`src/rtl/scan_chain_pkg.sv`:
```
// Shared state encoding and sizing helper for the scan chain controller.
package scan_chain_pkg;

  typedef enum logic [1:0] {
    IDLE    = 2'd0,
    CAPTURE = 2'd1,
    SHIFT   = 2'd2,
    DONE    = 2'd3
  } scan_state_t;

  // Smallest w with 2**w >= n; usable in constant expressions.
  function automatic int unsigned ceil_log2(input int unsigned n);
    int unsigned w;
    w = 0;
    while ((64'd1 << w) < 64'(n)) w = w + 1;
    return w;
  endfunction

endpackage

```
`src/rtl/scan_step_div.sv`:
```
// Shift-rate prescaler: registered one-cycle step strobe once every DIV running cycles.
module scan_step_div #(
  parameter int unsigned DIV = 1
) (
  input  logic clk,
  input  logic rst_n,
  input  logic clr,
  input  logic run,
  input  logic run_next,
  output logic step
);
  import scan_chain_pkg::*;

  localparam int unsigned   CNT_W = ceil_log2(DIV) + 1;
  localparam logic [CNT_W-1:0] TERM = CNT_W'(DIV - 1);

  logic [CNT_W-1:0] cnt_q;
  logic [CNT_W-1:0] cnt_d;

  always_comb begin
    cnt_d = cnt_q;
    if (clr) begin
      cnt_d = '0;
    end else if (run) begin
      cnt_d = (cnt_q == TERM) ? '0 : cnt_q + CNT_W'(1);
    end
  end

  // Strobe is looked ahead one cycle so it is a flop yet aligned with cnt == DIV-1.
  always_ff @(posedge clk or negedge rst_n) begin
    if (!rst_n) begin
      cnt_q <= '0;
      step  <= 1'b0;
    end else begin
      cnt_q <= cnt_d;
      step  <= run_next && (cnt_d == TERM);
    end
  end

endmodule

```
`src/rtl/scan_chain_ctrl.sv`:
```
// Scan chain controller: shifts a host pattern into an external scan register MSB first while
// collecting the register's previous contents. Define SCAN_CAPTURE_EN for a functional capture cycle.
module scan_chain_ctrl #(
  parameter int unsigned WIDTH = 8,
  parameter int unsigned DIV   = 1
) (
  input  logic             clk,
  input  logic             rst_n,
  input  logic             start,
  input  logic             abort,
  input  logic [WIDTH-1:0] pattern_in,
  output logic             busy,
  output logic             done,
  output logic [WIDTH-1:0] result_out,
  output logic             result_valid,
  output logic             sr_enable,
  output logic             sr_scan_enable,
  output logic             sr_scan_in,
  input  logic             sr_scan_out
);
  import scan_chain_pkg::*;

  localparam int unsigned BIT_CNT_W = ceil_log2(WIDTH + 1);
  localparam logic [BIT_CNT_W-1:0] LAST_BIT = BIT_CNT_W'(WIDTH - 1);

`ifdef SCAN_CAPTURE_EN
  localparam scan_state_t FIRST_STATE = CAPTURE;
`else
  localparam scan_state_t FIRST_STATE = SHIFT;
`endif

  scan_state_t          state_q;
  scan_state_t          state_d;
  logic [WIDTH-1:0]     pat_q;
  logic [WIDTH-1:0]     pat_d;
  logic [WIDTH-1:0]     result_q;
  logic [WIDTH-1:0]     result_d;
  logic [BIT_CNT_W-1:0] bit_cnt_q;
  logic [BIT_CNT_W-1:0] bit_cnt_d;
  logic [WIDTH-1:0]     result_out_d;
  logic                 result_valid_d;
  logic                 div_clr;

  // sr_scan_enable doubles as the internal step strobe.
  scan_step_div #(
    .DIV (DIV)
  ) u_step_div (
    .clk      (clk),
    .rst_n    (rst_n),
    .clr      (div_clr),
    .run      (state_q == SHIFT),
    .run_next (state_d == SHIFT),
    .step     (sr_scan_enable)
  );

  // Next-state and datapath updates.
  always_comb begin
    state_d        = state_q;
    pat_d          = pat_q;
    result_d       = result_q;
    bit_cnt_d      = bit_cnt_q;
    result_out_d   = result_out;
    result_valid_d = result_valid;
    div_clr        = 1'b0;

    unique case (state_q)
      IDLE: begin
        if (start) begin
          pat_d          = pattern_in;
          result_valid_d = 1'b0;
          bit_cnt_d      = '0;
          div_clr        = 1'b1;
          state_d        = FIRST_STATE;
        end
      end
      CAPTURE: begin
        if (abort) begin
          div_clr = 1'b1;
          state_d = IDLE;
        end else begin
          state_d = SHIFT;
        end
      end
      SHIFT: begin
        if (abort) begin
          div_clr   = 1'b1;
          bit_cnt_d = '0;
          state_d   = IDLE;
        end else if (sr_scan_enable) begin
          // scan_out is sampled here, before the register moves on this edge.
          pat_d    = pat_q << 1;
          result_d = {result_q[WIDTH-2:0], sr_scan_out};
          if (bit_cnt_q == LAST_BIT) begin
            bit_cnt_d      = '0;
            result_out_d   = result_d;
            result_valid_d = 1'b1;
            state_d        = DONE;
          end else begin
            bit_cnt_d = bit_cnt_q + BIT_CNT_W'(1);
          end
        end
      end
      DONE: begin
        state_d = IDLE;
      end
      default: begin
        state_d = IDLE;
      end
    endcase
  end

  // State and registered outputs, all derived from the next state.
  always_ff @(posedge clk or negedge rst_n) begin
    if (!rst_n) begin
      state_q      <= IDLE;
      pat_q        <= '0;
      result_q     <= '0;
      bit_cnt_q    <= '0;
      busy         <= 1'b0;
      done         <= 1'b0;
      result_out   <= '0;
      result_valid <= 1'b0;
      sr_scan_in   <= 1'b0;
    end else begin
      state_q      <= state_d;
      pat_q        <= pat_d;
      result_q     <= result_d;
      bit_cnt_q    <= bit_cnt_d;
      busy         <= (state_d != IDLE);
      done         <= (state_d == DONE);
      result_out   <= result_out_d;
      result_valid <= result_valid_d;
      sr_scan_in   <= (state_d == SHIFT) & pat_d[WIDTH-1];
    end
  end

`ifdef SCAN_CAPTURE_EN
  always_ff @(posedge clk or negedge rst_n) begin
    if (!rst_n) begin
      sr_enable <= 1'b0;
    end else begin
      sr_enable <= (state_d == CAPTURE);
    end
  end
`else
  assign sr_enable = 1'b0;
`endif

endmodule

```
`config.mk`:
```
export PLATFORM = sky130hd
export DESIGN_NAME = scan_chain_ctrl
export DESIGN_NICKNAME = d
export VERILOG_FILES = /design/src/rtl/scan_chain_pkg.sv /design/src/rtl/scan_step_div.sv /design/src/rtl/scan_chain_ctrl.sv
export SDC_FILE = /design/constraint.sdc
export NUM_CORES = 1
export LEC_CHECK = 0
export CORE_MARGIN = 5
export CORE_UTILIZATION = 56
export DETAILED_ROUTE_END_ITERATION = 16
export HOLD_SLACK_MARGIN = 0.1
export PLACE_DENSITY = 0.83
export SLEW_MARGIN = 20
export SYNTH_ARGS = -nofsm -noshare
export SYNTH_HDL_FRONTEND = slang
export SYNTH_SLANG_ARGS = --single-unit
```
`constraint.sdc`:
```
create_clock -name clk -period 2.89 [get_ports clk]
set_clock_uncertainty 0.1 [all_clocks]
set_input_delay 0.578 -clock clk [delete_from_list [all_inputs] [get_ports clk]]
set_output_delay 0.578 -clock clk [all_outputs]
set_load 0.01 [all_outputs]
```
==> results.cfg, run 1 <==
[clock_network]
cts_resized = 0
tritoncts = yes
cts_buffers = 5
cts_sinks = 35
cts_buffer_depth = 2
cts_hold_buf = 0
cts_max_level = 2
root_buffer = clkbuf_4
clkLatencyLatePin_ps = 320
clk_pin_slew_ps = 100
post-cts-setup-buffers = 0

[setup_path]
crit_slowest_cell = dfrtp_1
cp.required_ps = 3050
cp_common_cell = nand2_1
start_kind = flop
endpoint_kind = flop
crit_arrival_ps = 2200
path_class = flop to flop
critPathMaxFanout = 15
path_cells = inv_1, ha_1, and3b_1, buf_4, and2_1, nand2_1, nand2_1
max_stage_delay_ps = 440

[logic_synthesis]
ys_ff_latch = 35
synth_cells = 169
synthArstFlopShare = 1.00
ys.flop_type = dfrtp_1
yosys.area.top_type = dfrtp_1
ys_warn_count = 0
synth_most_common_cell = nand2_1
synth_cell_types = 31
syn_area_per_cell_um2 = 9.52
synth_edf_count = 0
synth_commonest_cells = nand2_1, dfrtp_1, nor2_1
synth_seq_area_share = 0.544
yosysTopAreaCellShare = 0.544
synth.area.top_cells = dfrtp_1, nand2_1, ha_1
syn_nets = 188
synthesis.area_mm2 = 0.00161

[global_routing]
grt_usage = 0.177
grt_max_degree = 36
grt_pass1_wl_um = 5710
grt_overflow_total = 0
first_global_vias = 1287
antenna_found_initial = 0

[die]
die_y_um = 63.6
ios = 27
initial_utilization = 0.583
coreArea_mm2 = 0.00276
die_area_mm2 = 0.00405
die_w_um = 63.6
row_count = 19

[cells_and_area]
area_growth_pct = 19.7
drive_gt1_frac = 0.0758
nNetsFinal = 216
antennaDiodeCount = 0
final_core_util = 0.698

[route]
drt_iter0_drc = 61
antenna_left = 0
vias = 1225
routedWlPerCell_um = 13.5
wirelength_um = 3090
avgViaCountPerCell = 5.35
drt-pass1-iter-count = 4
drc = 0

[timing]
rsz0062_at_grt = no
finalSetupTns_ps = 0
finalSetupViolations = 0
maxSlewViolCount = 0
min_period_ps = 2030
hold_violations = 0
fmax_mhz = 492
fin_crit_sh = 0.703

[placement]
hpwl_um = 2390
globalplace.congestion = 0.770
io_buffers = 25

[pwr]
seqPwrFrac = 0.464
switchingPower_uw = 561
p_leak_uw = 0.000973
intPower_uw = 965
swShare = 0.368
clockPowerShare = 0.159
comb_power_share = 0.377
ir_drop_mv = 0.716
p_per_area_mw_per_mm2 = 793

[status]
status = finished clean

[worst_hold_path]
min_path_type = flop to flop

[job]
cap_violations = 0
layout make-up:
type / instances / area [µm²]
tap: 31 / 38.8
clock buffer: 7 / 45.0
timing repair buffer: 28 / 273
inverter: 9 / 33.8
multi-input combinational: 118 / 654
clock inverter: 1 / 5.00
sequential: 35 / 876
fill: 230 / 832
logic make-up after synthesis:
kind of cell / synth area share
multiplexers: 0.00622
other: 0.00233
adder cells (fa/ha/maj): 0.0467
AO/OA/AOI/OAI: 0.128
AND/OR/NAND/NOR: 0.224
flip-flops: 0.544
buffers and inverters: 0.0490
cells in the final DEF, fill, tap and decap left out, types with 2 or more instances in the layout:
cell type         n
clkdlybuf4s50_1  25
nor2_1           11
a21oi_1          10
clkbuf_1          2
a22oi_1           8
o21ai_0           6
ha_1              6
nor3_1            2
dfrtp_1          35
and3b_1           2
inv_1             9
clkbuf_4          5
and2_1            3
buf_4             3
nand3_1           2
nand2b_1          2
nand2_1          52
critical path, delay by kind of cell, from the launching register on:
kind | cells | cell delay (ps)
buffers and inverters | 2 | 350
flip-flops | 1 | 440
adder cells (fa/ha/maj) | 1 | 350
AND/OR/NAND/NOR | 4 | 730
worst paths after layout:
path                               start             to  slack, ps  cells past startpoint
max                           state_q[0]  result_out[6]        860                      7
min                        result_out[0]  result_out[0]        380                      2
max reg2reg                   state_q[0]  result_out[6]        860                      7
min reg2reg                result_out[0]  result_out[0]        380                      2
max in group asynchronous          rst_n       pat_q[2]       1840                      2
min in group asynchronous          rst_n    result_q[6]        550                      2
stage by stage:
step           setup slack (ps)  total power, µW  instances  area [µm²]  hold WS, ps
6_report                    857             1530        229        1930          383
5_1_grt                     693             1670        229        1930          416
4_1_cts                     841             1540        229        1930          387
3_5_place_dp                601             1300        221        1880          362
3_3_place_gp                648             1250        221        1880          354
2_1_floorplan              1130             1110        169        1610          182
sequential cells by signal (all words and copies together), names as in the netlist:
signal and cells:
u_step_div.cnt_q 1, u_step_div.step 1, result_valid 1, busy 1, result_out 8, done 1, sr_scan_in 1, state_q 2
pat_q 8, bit_cnt_q 4, result_q 7
power by group through the flow:
stage               Combinational, µW  Sequential [µW]  Clock, µW
floorplan                         402              706          0
global placement                  542              707          0
detailed placement                583              716          0
global route                      652              729        287
CTS                               583              709        253
finish                            575              708        243
routing by layer:
layer  global-route usage  wire [µm]
met5                    0          0
met1                0.214       1300
met3               0.0551        145
met2                0.293       1610
met4               0.0649         40
Note: power is estimated with default switching activity, not from simulation.
==> run 2, diff against run 1 <==
- CORE_UTILIZATION: 56 -> 47
- PLACE_DENSITY: 0.83 -> 0.75
- clock period: 2.89 -> 1.6 ns (I/O delays scaled with it)
==> results.cfg, run 2 (synthesis gave the netlist of run 1 again) <==
[cells_and_area]
area_growth_pct = 41.1
nNetsFinal = 238
mostFrequentLayoutCells = nand2_1, dfrtp_1, buf_4, dlygate4sd2_1, clkdlybuf4s50_1
multi_input_area_um2 = 783
drive_gt1_frac = 0.273
antennaDiodeCount = 0
fillers = 271
reg.largest.list = pat_q (8), result_out (8), result_q (7)
layout_commonest_cell = nand2_1
final_core_util = 0.681
ff_latch_area_um2 = 877

[setup_path]
worstReg2RegEnd = u_step_div.step
start_kind = flop
endpoint_kind = flop
r2r_cells = 7
worstSetupStartpoint = state_q[0]
critPathMaxFanout = 7
reg2reg_slack_ps = -80
cp.required_ps = 1750
path_class = flop to flop
crit_arrival_ps = 1830
rr_startpoint = state_q[0]

[clock_network]
root_buffer = clkbuf_4
cts_buffers = 5
tritoncts = yes
cts_buffer_depth = 2
cts_max_level = 2
cts_sinks = 35
clk_pin_slew_ps = 100
clkLatencyLatePin_ps = 330

[route]
avgViaCountPerCell = 5.06
routedWlPerCell_um = 14.2
drt-pass1-iter-count = 4
drt_iter0_drc = 50
wirelength_um = 3770
antenna_left = 0
drc = 0
vias = 1347

[die]
die_y_um = 68.5
ios = 27
initial_utilization = 0.482
coreArea_mm2 = 0.00334
die_w_um = 68.5
die_area_mm2 = 0.00469
row_count = 21

[timing]
fmax_mhz = 596
finalSetupTns_ps = -295
rsz0062_at_grt = yes
fin_ws_ps = -77.9
fin_crit_sh = 1.05
min_period_ps = 1680
whs_ps = 242
maxSlewViolCount = 0
finalSetupViolations = 12
hold_violations = 0

[global_routing]
grt_max_degree = 36
antenna_found_initial = 0
grt_usage = 0.175
grt_pass1_wl_um = 5950
first_global_vias = 1402
grt_overflow_total = 0

[pwr]
ir_drop_mv = 1.09
p_per_area_mw_per_mm2 = 1500
p_leak_uw = 0.00114

[placement]
globalplace.congestion = 0.869
io_buffers = 25
hpwl_um = 2630

[worst_hold_path]
min_path_type = input pin to async pin

[status]
status = finished, violations left
violations = negative setup slack

[job]
cap_violations = 0
run 2: changes by cell type in the layout (fill, tap and decap cells not counted), sizes merged:
cell | previous run | this run
buf | 3 | 25
clkdlybuf4s50 | 25 | 12
dlygate4sd2 | 0 | 13
run 2: layout make-up:
cell class	count	share of cell area
Tap cell	46	0.0253
Clock inverter	1	0.00220
Timing Repair Buffer	50	0.206
Clock buffer	7	0.0198
Multi-Input combinational cell	118	0.345
Inverter	9	0.0160
Sequential cell	35	0.386
run 2: metrics by stage:
step | power, µW | worst slack (ps) | cells | instance area [µm²]
2_1_floorplan | 2080 | -57.7 | 169 | 1660
3_5_place_dp | 2660 | -229 | 253 | 2090
3_3_place_gp | 2590 | -182 | 253 | 2090
4_1_cts | 3320 | -74.2 | 265 | 2230
6_report | 3410 | -77.9 | 266 | 2270
5_1_grt | 3620 | -143 | 266 | 2270
run 2: how the worst max path moves through the flow:
| stage | end | cells after the start | slack, ps |
|---|---|---|---|
| floorplan | u_step_div.step | 9 | -60 |
| global placement | sr_scan_in | 6 | -180 |
| detailed placement | pat_q[0] | 7 | -230 |
| CTS | u_step_div.step | 7 | -70 |
| global route | u_step_div.step | 7 | -140 |
| finish | u_step_div.step | 7 | -80 |
run 2: worst max-delay path: stages, from the launching register on:
cell and delay [ps]:
dfrtp_1 420, inv_2 120, ha_4 170, and3b_2 210, buf_12 130, nand2_8 50
o221a_4 260, nor3_2 150
run 2: layer usage:
| layer | track usage | part of all wire | vias up |
|---|---|---|---|
| li1 | - | - | 654 |
| met3 | 0.0470 | 0.045 | 11 |
| met2 | 0.312 | 0.54 | 34 |
| met4 | 0.0893 | 0.030 | 0 |
| met1 | 0.187 | 0.39 | 648 |
| met5 | 0 | 0 | - |
run 2: power by group:
group	switching, µW	leakage, µW	internal (µW)
Sequential	172	0.000463	1120
Combinational	835	0.000646	829
Clock	280	0.0000293	171
run 2: timing repair:
item	in CTS	in global routing
pin swaps	3	5
hold buffers	0	0
gates resized for setup	31	12
endpoints found under the setup margin	37	33
buffers inserted	4	1
==> run 3, diff against run 2 <==
- SKIP_LAST_GASP: not set -> 1
==> results.cfg, run 3 (synthesis gave the netlist of run 1 again) <==
[die]
initial_utilization = 0.482
die_area_mm2 = 0.00469
die_y_um = 68.5
coreArea_mm2 = 0.00334
ios = 27
row_count = 21
die_w_um = 68.5

[pwr]
p_leak_uw = 0.00115
intPower_uw = 2120
power_uw = 3410
clockPowerShare = 0.133
swShare = 0.380
p_per_area_mw_per_mm2 = 1500
comb_power_share = 0.489
ir_drop_mv = 1.17
switchingPower_uw = 1300
seqPwrFrac = 0.378

[cells_and_area]
nNetsFinal = 238
final_core_util = 0.682
drive_gt1_frac = 0.277
fillers = 269
layout_commonest_cell = nand2_1
antennaDiodeCount = 0
mostFrequentLayoutCells = nand2_1, dfrtp_1, buf_4, dlygate4sd2_1, clkdlybuf4s50_1
reg.largest.list = pat_q (8), result_out (8), result_q (7)
area_growth_pct = 41.5

[route]
drt-pass1-iter-count = 4
routedWlPerCell_um = 14.2
drc = 0
vias = 1339
avgViaCountPerCell = 5.03
drt_iter0_drc = 71
wirelength_um = 3790
antenna_left = 0

[clock_network]
root_buffer = clkbuf_4
cts_buffer_depth = 2
clkLatencyLatePin_ps = 330
clk_pin_slew_ps = 100
cts_sinks = 35
cts_hold_buf = 0
tritoncts = yes
cts_buffers = 5
cts_max_level = 2

[timing]
rsz0062_at_grt = yes
min_period_ps = 1680
finalSetupViolations = 15
maxSlewViolCount = 0
hold_violations = 0
fmax_mhz = 596
whs_ps = 238
fin_ws_ps = -77.8
fin_crit_sh = 1.05
finalSetupTns_ps = -447

[global_routing]
grt_pass1_wl_um = 5930
grt_max_degree = 36
first_global_vias = 1408
antenna_found_initial = 0
grt_usage = 0.175
grt_overflow_total = 0

[placement]
globalplace.congestion = 0.869
dp_slack_ps = -229
hpwl_um = 2630
io_buffers = 25

[setup_path]
cp.required_ps = 1760
critPathMaxFanout = 7
path_class = flop to flop
endpoint_kind = flop
reg2reg_slack_ps = -80
worstReg2RegEnd = u_step_div.step
crit_arrival_ps = 1840
start_kind = flop
rr_startpoint = state_q[0]
r2r_cells = 7

[job]
cap_violations = 0

[status]
violations = negative setup slack
status = finished, violations left

[worst_hold_path]
min_path_type = input pin to async pin
[run 3: changes by cell type in the layout (fill, tap and decap cells not counted)]
cell	change
nor3_4	+1
a22oi_1	+1
a22oi_2	-1
nor2_2	-1
nand2_2	+3
nor3_2	-1
nand2_1	-3
nor2_1	+1
[run 3: what timing repair did]
action | 4_1_cts | 5_1_grt
setup buffers | 4 | 1
pin swaps | 3 | 5
endpoints found under the setup margin | 37 | 34
resized for setup | 28 | 17
[run 3: critical path, stage by stage (launching register included)]
cell,delay [ps]
dfrtp_1,420
inv_2,120
ha_4,160
and3b_2,210
buf_12,130
nand2_8,50
o221a_4,260
nor3_2,150
[run 3: power groups by stage]
| stage | Combinational [µW] | Clock (µW) | Sequential, µW |
|---|---|---|---|
| finish | 1670 | 455 | 1290 |
| global route | 1810 | 504 | 1310 |
| CTS | 1550 | 465 | 1270 |
| detailed placement | 1370 | 0 | 1290 |
| global placement | 1310 | 0 | 1280 |
| floorplan | 799 | 0 | 1280 |
[run 3: worst max path at each step]
| stage | start | endpoint | slack, ps | depth (start not counted) |
|---|---|---|---|---|
| floorplan | state_q[0] | u_step_div.step | -60 | 9 |
| global placement | abort | sr_scan_in | -180 | 6 |
| detailed placement | abort | pat_q[0] | -230 | 7 |
| CTS | state_q[0] | u_step_div.step | -70 | 7 |
| global route | state_q[0] | u_step_div.step | -140 | 7 |
| finish | state_q[0] | u_step_div.step | -80 | 7 |
[run 3: routing by layer]
metal | track usage | share of wire
met5 | 0 | 0
met2 | 0.318 | 0.55
met3 | 0.0470 | 0.045
met4 | 0.0844 | 0.021
met1 | 0.184 | 0.39
[run 3: final cells by class]
class,instances,area (µm²),area share
well taps,46,57.6,0.0253
inverters,9,36.3,0.0159
repair buffers,50,467,0.205
clock inverters,1,5.00,0.00220
clock buffers,7,45.0,0.0198
flip-flops and latches,35,877,0.385
multi-input cells,118,790,0.347
[run 3: per-stage QoR]
step                instance area, µm²  cells
floorplan                         1660    169
global placement                  2090    253
detailed placement                2090    253
CTS                               2220    265
global route                      2280    266
finish                            2280    266
